[src/rtl/wave_rom_sched_pkg.sv]
// rtl/wave_rom_sched_pkg.sv - shared types and defaults for the waveform ROM scheduler
package wave_sched_pkg;

  localparam int DEF_N_SAMPLES = 100;
  localparam int DEF_WIDTH     = 8;
  localparam int DEF_NUM_CH    = 4;
  // Tag channel field is sized for the largest supported channel count (8).
  localparam int TAG_CW        = 3;

  typedef enum logic [1:0] {
    IDLE,
    RUN,
    DRAIN
  } sched_state_e;

  typedef struct packed {
    logic              valid;
    logic [TAG_CW-1:0] ch;
  } tag_t;

endpackage

[src/rtl/wave_rom_sched_if.sv]
// rtl/wave_rom_sched_if.sv - request/grant, config, ROM and sample-out bundle
interface wave_rom_sched_if
  import wave_sched_pkg::*;
#(
  parameter int N_SAMPLES = DEF_N_SAMPLES,
  parameter int WIDTH     = DEF_WIDTH,
  parameter int NUM_CH    = DEF_NUM_CH
);
  localparam int AW = $clog2(N_SAMPLES);
  localparam int CW = $clog2(NUM_CH);

  logic              run;
  logic              phase_clr;
  logic [NUM_CH-1:0] req;
  logic [NUM_CH-1:0] gnt;
  logic              cfg_we;
  logic [CW-1:0]     cfg_ch;
  logic [AW-1:0]     cfg_step;
  logic              rom_rd;
  logic [AW-1:0]     rom_addr;
  logic [WIDTH-1:0]  rom_data;
  logic              out_valid;
  logic [CW-1:0]     out_ch;
  logic [WIDTH-1:0]  out_data;
  logic              busy;

  modport master (
    output run, phase_clr, req, cfg_we, cfg_ch, cfg_step, rom_data,
    input  gnt, rom_rd, rom_addr, out_valid, out_ch, out_data, busy
  );

  modport slave (
    input  run, phase_clr, req, cfg_we, cfg_ch, cfg_step, rom_data,
    output gnt, rom_rd, rom_addr, out_valid, out_ch, out_data, busy
  );

endinterface

[src/rtl/wave_rom_sched_rr_arbiter.sv]
// rtl/wave_rom_sched_rr_arbiter.sv - round-robin arbiter over channels FIRST..NUM_CH-1
module rr_arbiter #(
  parameter int NUM_CH = 4,
  parameter int FIRST  = 0
) (
  input  logic                      clk,
  input  logic                      nreset,
  input  logic                      en,
  input  logic [NUM_CH-1:0]         req,
  output logic [NUM_CH-1:0]         gnt,
  output logic [$clog2(NUM_CH)-1:0] idx,
  output logic                      found
);
  localparam int CW   = $clog2(NUM_CH);
  localparam int SPAN = NUM_CH - FIRST;
  localparam logic [CW-1:0] LAST_IDX  = CW'(NUM_CH - 1);
  localparam logic [CW-1:0] FIRST_IDX = CW'(FIRST);

  logic [CW-1:0] ptr_q, ptr_d;
  int            c;

  always_comb begin
    gnt   = '0;
    idx   = ptr_q;
    found = 1'b0;
    c     = 0;
    for (int off = 0; off < SPAN; off++) begin
      c = int'(ptr_q) + off;
      if (c >= NUM_CH) c = c - SPAN;
      if (!found && req[c]) begin
        found  = 1'b1;
        gnt[c] = 1'b1;
        idx    = CW'(c);
      end
    end
    ptr_d = ptr_q;
    if (en && found) ptr_d = (idx == LAST_IDX) ? FIRST_IDX : idx + CW'(1);
  end

  always_ff @(posedge clk) begin
    if (!nreset) ptr_q <= FIRST_IDX;
    else         ptr_q <= ptr_d;
  end

endmodule

[src/rtl/wave_rom_sched.sv]
// rtl/wave_rom_sched.sv - round-robin sharing of one sample ROM among phase-accumulator channels
// WAVE_ROM_SCHED_PRIO_EN gives channel 0 fixed priority over the rotating channels.
module wave_rom_sched
  import wave_sched_pkg::*;
#(
  parameter int N_SAMPLES = DEF_N_SAMPLES,
  parameter int WIDTH     = DEF_WIDTH,
  parameter int NUM_CH    = DEF_NUM_CH
) (
  input logic             clock_fgen,
  input logic             nreset,
  wave_rom_sched_if.slave bus
);
  localparam int AW  = $clog2(N_SAMPLES);
  localparam int CW  = $clog2(NUM_CH);
  localparam int AW1 = AW + 1;
  localparam logic [AW:0] NS_EXT = AW1'(N_SAMPLES);
`ifdef WAVE_ROM_SCHED_PRIO_EN
  localparam int RR_FIRST = 1;
`else
  localparam int RR_FIRST = 0;
`endif

  sched_state_e      state_q, state_d;
  logic [AW-1:0]     phase_q [NUM_CH];
  logic [AW-1:0]     phase_d [NUM_CH];
  logic [AW-1:0]     step_q  [NUM_CH];
  logic [AW-1:0]     step_d  [NUM_CH];
  logic [NUM_CH-1:0] gnt_q, gnt_d;
  logic              rom_rd_q, rom_rd_d;
  logic [AW-1:0]     rom_addr_q, rom_addr_d;
  tag_t              tag1_q, tag1_d, tag2_q, tag2_d;
  logic              out_valid_q, out_valid_d;
  logic [CW-1:0]     out_ch_q, out_ch_d;
  logic [WIDTH-1:0]  out_data_q, out_data_d;

  logic              grant_en, grant_any, arb_en, arb_found, sel_found;
  logic [NUM_CH-1:0] arb_req, arb_gnt, sel_onehot;
  logic [CW-1:0]     arb_idx, sel_idx;
  logic [AW:0]       sum;

  rr_arbiter #(.NUM_CH(NUM_CH), .FIRST(RR_FIRST)) u_arb (
    .clk    (clock_fgen),
    .nreset (nreset),
    .en     (arb_en),
    .req    (arb_req),
    .gnt    (arb_gnt),
    .idx    (arb_idx),
    .found  (arb_found)
  );

  always_comb begin
    grant_en = (state_q == RUN) && bus.run;
`ifdef WAVE_ROM_SCHED_PRIO_EN
    // Channel 0 bypasses the arbiter; the rotation only advances when it is idle.
    arb_req    = {bus.req[NUM_CH-1:1], 1'b0};
    arb_en     = grant_en && !bus.req[0];
    sel_found  = bus.req[0] || arb_found;
    sel_idx    = bus.req[0] ? '0 : arb_idx;
    sel_onehot = bus.req[0] ? NUM_CH'(1) : arb_gnt;
`else
    arb_req    = bus.req;
    arb_en     = grant_en;
    sel_found  = arb_found;
    sel_idx    = arb_idx;
    sel_onehot = arb_gnt;
`endif
    grant_any = grant_en && sel_found;
  end

  always_comb begin
    state_d     = state_q;
    phase_d     = phase_q;
    step_d      = step_q;
    sum         = {1'b0, phase_q[sel_idx]} + {1'b0, step_q[sel_idx]};
    gnt_d       = grant_any ? sel_onehot : '0;
    rom_rd_d    = grant_any;
    rom_addr_d  = grant_any ? phase_q[sel_idx] : rom_addr_q;
    tag1_d      = '{valid: grant_any, ch: TAG_CW'(sel_idx)};
    tag2_d      = tag1_q;
    out_valid_d = tag2_q.valid;
    out_ch_d    = tag2_q.valid ? CW'(tag2_q.ch) : out_ch_q;
    out_data_d  = tag2_q.valid ? bus.rom_data : out_data_q;

    unique case (state_q)
      IDLE:    if (bus.run) state_d = RUN;
      RUN:     if (!bus.run) state_d = DRAIN;
      DRAIN:   if (bus.run) state_d = RUN;
               else if (!tag1_q.valid && !tag2_q.valid) state_d = IDLE;
      default: state_d = IDLE;
    endcase

    if (grant_any) phase_d[sel_idx] = (sum >= NS_EXT) ? AW'(sum - NS_EXT) : sum[AW-1:0];
    if (bus.phase_clr) phase_d = '{default: '0};
    if (bus.cfg_we) step_d[bus.cfg_ch] = bus.cfg_step;
  end

  always_ff @(posedge clock_fgen) begin
    if (!nreset) begin
      state_q     <= IDLE;
      phase_q     <= '{default: '0};
      step_q      <= '{default: AW'(1)};
      gnt_q       <= '0;
      rom_rd_q    <= 1'b0;
      rom_addr_q  <= '0;
      tag1_q      <= '0;
      tag2_q      <= '0;
      out_valid_q <= 1'b0;
      out_ch_q    <= '0;
      out_data_q  <= '0;
    end else begin
      state_q     <= state_d;
      phase_q     <= phase_d;
      step_q      <= step_d;
      gnt_q       <= gnt_d;
      rom_rd_q    <= rom_rd_d;
      rom_addr_q  <= rom_addr_d;
      tag1_q      <= tag1_d;
      tag2_q      <= tag2_d;
      out_valid_q <= out_valid_d;
      out_ch_q    <= out_ch_d;
      out_data_q  <= out_data_d;
    end
  end

  assign bus.gnt       = gnt_q;
  assign bus.rom_rd    = rom_rd_q;
  assign bus.rom_addr  = rom_addr_q;
  assign bus.out_valid = out_valid_q;
  assign bus.out_ch    = out_ch_q;
  assign bus.out_data  = out_data_q;
  assign bus.busy      = (state_q != IDLE);

endmodule
[src/flat_wrapper.sv]
// flat-port wrapper written by rule: the top's interface ports become plain ports
module wave_rom_sched_flat import wave_sched_pkg::*;
#(
  parameter int N_SAMPLES = DEF_N_SAMPLES,
  parameter int WIDTH     = DEF_WIDTH,
  parameter int NUM_CH    = DEF_NUM_CH
)
  (clock_fgen, nreset, bus_run, bus_phase_clr, bus_req, bus_cfg_we, bus_cfg_ch, bus_cfg_step, bus_rom_data, bus_gnt, bus_rom_rd, bus_rom_addr, bus_out_valid, bus_out_ch, bus_out_data, bus_busy);
  wave_rom_sched_if #(.N_SAMPLES(N_SAMPLES), .WIDTH(WIDTH), .NUM_CH(NUM_CH)) bus_i ();
  input logic clock_fgen;
  input logic nreset;
  input wire logic [$bits(bus_i.run)-1:0] bus_run;
  input wire logic [$bits(bus_i.phase_clr)-1:0] bus_phase_clr;
  input wire logic [$bits(bus_i.req)-1:0] bus_req;
  input wire logic [$bits(bus_i.cfg_we)-1:0] bus_cfg_we;
  input wire logic [$bits(bus_i.cfg_ch)-1:0] bus_cfg_ch;
  input wire logic [$bits(bus_i.cfg_step)-1:0] bus_cfg_step;
  input wire logic [$bits(bus_i.rom_data)-1:0] bus_rom_data;
  output wire logic [$bits(bus_i.gnt)-1:0] bus_gnt;
  output wire logic [$bits(bus_i.rom_rd)-1:0] bus_rom_rd;
  output wire logic [$bits(bus_i.rom_addr)-1:0] bus_rom_addr;
  output wire logic [$bits(bus_i.out_valid)-1:0] bus_out_valid;
  output wire logic [$bits(bus_i.out_ch)-1:0] bus_out_ch;
  output wire logic [$bits(bus_i.out_data)-1:0] bus_out_data;
  output wire logic [$bits(bus_i.busy)-1:0] bus_busy;
  assign bus_i.run = bus_run;
  assign bus_i.phase_clr = bus_phase_clr;
  assign bus_i.req = bus_req;
  assign bus_i.cfg_we = bus_cfg_we;
  assign bus_i.cfg_ch = bus_cfg_ch;
  assign bus_i.cfg_step = bus_cfg_step;
  assign bus_i.rom_data = bus_rom_data;
  assign bus_gnt = bus_i.gnt;
  assign bus_rom_rd = bus_i.rom_rd;
  assign bus_rom_addr = bus_i.rom_addr;
  assign bus_out_valid = bus_i.out_valid;
  assign bus_out_ch = bus_i.out_ch;
  assign bus_out_data = bus_i.out_data;
  assign bus_busy = bus_i.busy;
  wave_rom_sched #(.N_SAMPLES(N_SAMPLES), .WIDTH(WIDTH), .NUM_CH(NUM_CH)) u_core (.clock_fgen(clock_fgen), .nreset(nreset), .bus(bus_i));
endmodule
[config.mk]
export PLATFORM = sky130hd
export DESIGN_NAME = wave_rom_sched_flat
export DESIGN_NICKNAME = d
export VERILOG_FILES = /design/src/rtl/wave_rom_sched_pkg.sv /design/src/rtl/wave_rom_sched_if.sv /design/src/rtl/wave_rom_sched_rr_arbiter.sv /design/src/rtl/wave_rom_sched.sv /design/src/flat_wrapper.sv
export SDC_FILE = /design/constraint.sdc
export NUM_CORES = 1
export LEC_CHECK = 0
export BUFFER_PORTS_ARGS = -buffer_cell sky130_fd_sc_hd__clkbuf_2
export CAP_MARGIN = 0
export CORE_MARGIN = 3
export CORE_UTILIZATION = 60
export DETAILED_ROUTE_END_ITERATION = 8
export HOLD_SLACK_MARGIN = 0.03
export PLACE_DENSITY = 0.81
export SETUP_SLACK_MARGIN = 0.2
export SLEW_MARGIN = 0
export SYNTH_ARGS = -nofsm -noshare
export SYNTH_HDL_FRONTEND = slang
export SYNTH_HIERARCHICAL = 1
export SYNTH_SLANG_ARGS = --single-unit
[constraint.sdc]
create_clock -name clock_fgen -period 8.2 [get_ports clock_fgen]
set_input_delay 1.23 -clock clock_fgen [delete_from_list [all_inputs] [get_ports clock_fgen]]
set_output_delay 1.23 -clock clock_fgen [all_outputs]
set_load 0.03 [all_outputs]
==> results.sh <==
export IMPL_status="finished, final reports clean"
export IMPL_std_cell_rows=31
export IMPL_grt_busiest_layer="met2"
export IMPL_leakagePower_nw=1.97
export IMPL_yosysWarnings=6
export IMPL_finalMaxSlewViolations=0
export IMPL_grt_first_pass_wirelength_um=15100
export IMPL_drt_iter0_drc=176
export IMPL_vias_per_cell=5.78
export IMPL_fmax_mhz=147
export IMPL_layout_nets=529
export IMPL_ys_types=63
export IMPL_floorplan_die_width_um=93.1
export IMPL_ys_ff_latch=88
export IMPL_min_path_type="reg -> reg"
export IMPL_clk_latency_ps=350
export IMPL_fin_setup_tns_ps=0
export IMPL_worstMarginPinSlew_ps=1320
export IMPL_gr_usage_met2=0.381
export IMPL_cts_setup_buffers=0
export IMPL_ctsHtreeMaxLevel=3
export IMPL_num_antenna_cells=0
export IMPL_grt_max_degree=64
export IMPL_hold_viol=0
export IMPL_routed_wl_um=9240
export IMPL_antenna_found_initial=0
export IMPL_drc=0
export IMPL_critical_path_max_fanout=15
export IMPL_yosys_most_used_dff="dfxtp_1"
export IMPL_mostFrequentLayoutCells="dfxtp_1 (88), clkbuf_2 (49), mux2i_1 (45)"
export IMPL_hold_slack_ps=441
export IMPL_irDropWorstVdd_v=0.000125
export IMPL_period_needed_ps=6800
export IMPL_hold_buffers=0
export IMPL_cts_sinks=88
export IMPL_core_area_um2=7290
export IMPL_crit_type="reg -> reg"
export IMPL_final_common_cell="dfxtp_1"
export IMPL_grt_total_usage=0.219
export IMPL_cellPowerDensity_nw_per_um2=172
export IMPL_tritoncts="built"
export IMPL_cts_root_buf="clkbuf_8"
export IMPL_nFillCells=614
export IMPL_synth_edff_count=0
export IMPL_rsz0062_at_grt="false"
export IMPL_slew_limit_headroom=0.110
export IMPL_drtAntennaViolNets=0
export IMPL_ios=50
export IMPL_fp_dieH_um=93.1
export IMPL_grt_pass1_vias=3187
export IMPL_maxCapViolCount=0
export IMPL_use_met3=0.0555
export IMPL_cts_buffers=9
export IMPL_fin_crit_sh=0.829
export IMPL_initial_core_util=0.625
export IMPL_port_buffers=49
export IMPL_drive_gt1_frac=0.222
export IMPL_drt_wirelength_per_cell_um=15.7
export IMPL_cts_buffer_depth=2
export IMPL_grtUsageMet1=0.271
export IMPL_synth_async_reset_ratio=0
export IMPL_hpwlAfterDp_um=6600
export IMPL_grt_ovfl_total=0
export IMPL_cp_data_required_time_ps=8480
export IMPL_synth_cells=450
export IMPL_clk_pin_slew_worst_paths_ps=90
export IMPL_hp_start="u_core/tag1_q[0]$_SDFF_PN0_"
export IMPL_gp_congestion=0.927
export IMPL_cp_start_kind="flop"
export IMPL_syn_nets=494
export IMPL_crit_arrival_ps=7080
export IMPL_setup_violations_final=0
export IMPL_syn_area_per_cell_um2=10.1
export IMPL_vias=3402
export IMPL_syn_area_um2=4550
export IMPL_ys_seq_area_frac=0.387
export IMPL_crit_path_end_kind="flop"
export IMPL_syn_to_final_growth_pct=9.15
export IMPL_firstDrtPassIters=4
export IMPL_fin_skew_ps=9.86
export IMPL_die_area_um2=8670
export IMPL_cts_resized=0
layer usage:
| metal | wire length [um] | vias up | share of wire |
|---|---|---|---|
| li1 | - | 1695 | - |
| met4 | 112 | 0 | 0.012 |
| met1 | 4060 | 1608 | 0.44 |
| met5 | 0 | - | 0 |
| met2 | 4550 | 90 | 0.49 |
| met3 | 520 | 9 | 0.056 |
state kept, by name, indices dropped and copies added (netlist names), named ones only:
register / count
u_core/phase_q: 28
u_core/step_q: 28
u_core/bus.out_data: 8
u_core/bus.rom_addr: 7
u_core/bus.gnt: 4
u_core/tag1_q: 3
u_core/bus.out_ch: 2
u_core/state_q: 2
u_core/tag2_q: 2
u_core/bus.out_valid: 1
u_core/out_valid_d: 1
u_core/u_arb/ptr_q: 1
Yosys cell counts, drive strengths merged, types with 2 or more instances:
master	n	area share
a211oi	6	0.011
clkbuf	17	0.018
nand2	38	0.032
a22oi	8	0.013
xnor2	3	0.0058
buf	10	0.014
nand2b	2	0.0044
nor4	3	0.0041
a21oi	24	0.026
a21boi	11	0.019
o21ba	2	0.0044
and2	9	0.013
nor3b	4	0.0066
xor2	2	0.0038
mux2i	45	0.099
dfxtp	88	0.39
a21o	3	0.0049
nor2b	36	0.049
nand3b	2	0.0033
or2	5	0.0069
and3	7	0.0096
o2111ai	3	0.0058
nor2	14	0.012
mux4	18	0.089
nor3	11	0.016
nand3	7	0.0077
o21ai	27	0.030
ha	17	0.047
and3b	3	0.0058
inv	6	0.0049
metrics by stage:
stage | util | setup slack (ps) | area [um2] | power [mW] | instances
4_1_cts | 0.682 | 1430 | 4970 | 0.863 | 589
6_report | 0.682 | 1400 | 4970 | 0.855 | 589
2_1_floorplan | - | 2410 | 4550 | 0.562 | 450
3_5_place_dp | 0.657 | 1470 | 4790 | 0.592 | 573
3_3_place_gp | 0.657 | 1710 | 4790 | 0.588 | 573
5_1_grt | 0.682 | 968 | 4970 | 0.896 | 589
layout make-up:
class,instances,area [um2],area share
multi-input cells,328,2620,0.526
flip-flops and latches,88,1760,0.354
repair buffers,52,268,0.0539
clock buffers,10,128,0.0257
well taps,99,124,0.0249
clock inverters,6,51.3,0.0103
inverters,6,22.5,0.00453
final timing paths:
| check | to | slack [ps] | depth (start not counted) |
|---|---|---|---|
| worst max-delay path | u_core/phase_q[18]$_SDFFE_PP0P_ | 1400 | 17 |
| worst min-delay path | u_core/tag2_q[0]$_SDFF_PN0_ | 440 | 1 |
| worst max register to register | u_core/phase_q[18]$_SDFFE_PP0P_ | 1400 | 17 |
| worst min register to register | u_core/tag2_q[0]$_SDFF_PN0_ | 440 | 1 |
logic make-up (layout without fill, tap and decap cells):
| group | after synthesis | after routing | synth area share |
|---|---|---|---|
| fa+ha+maj | 18 | 18 | 0.0511 |
| xor+xnor | 5 | 5 | 0.00962 |
| mux | 64 | 64 | 0.190 |
| simple gates | 148 | 148 | 0.183 |
| compound gates | 93 | 93 | 0.140 |
| buf+inv | 34 | 74 | 0.0396 |
| flops | 88 | 88 | 0.387 |
worst max-delay path, stage by stage (launching register included):
cell,delay [ps]
dfxtp_1,740
inv_1,250
ha_1,490
mux4_2,650
a21boi_1,170
o21ba_1,210
o41ai_4,920
mux4_2,440
ha_1,250
fa_1,410
xor2_1,700
inv_1,140
ha_1,260
o21ai_0,190
o21ai_2,210
or3_1,390
o221a_2,150
a21oi_1,130
where the power goes:
group          leakage (nW)  switching [mW]  internal [mW]  total, mW
Sequential            0.712         0.00655          0.436      0.443
Clock                0.0879           0.158          0.114      0.273
Combinational          1.17          0.0788         0.0605      0.139
(Power assumes the default switching activity.)
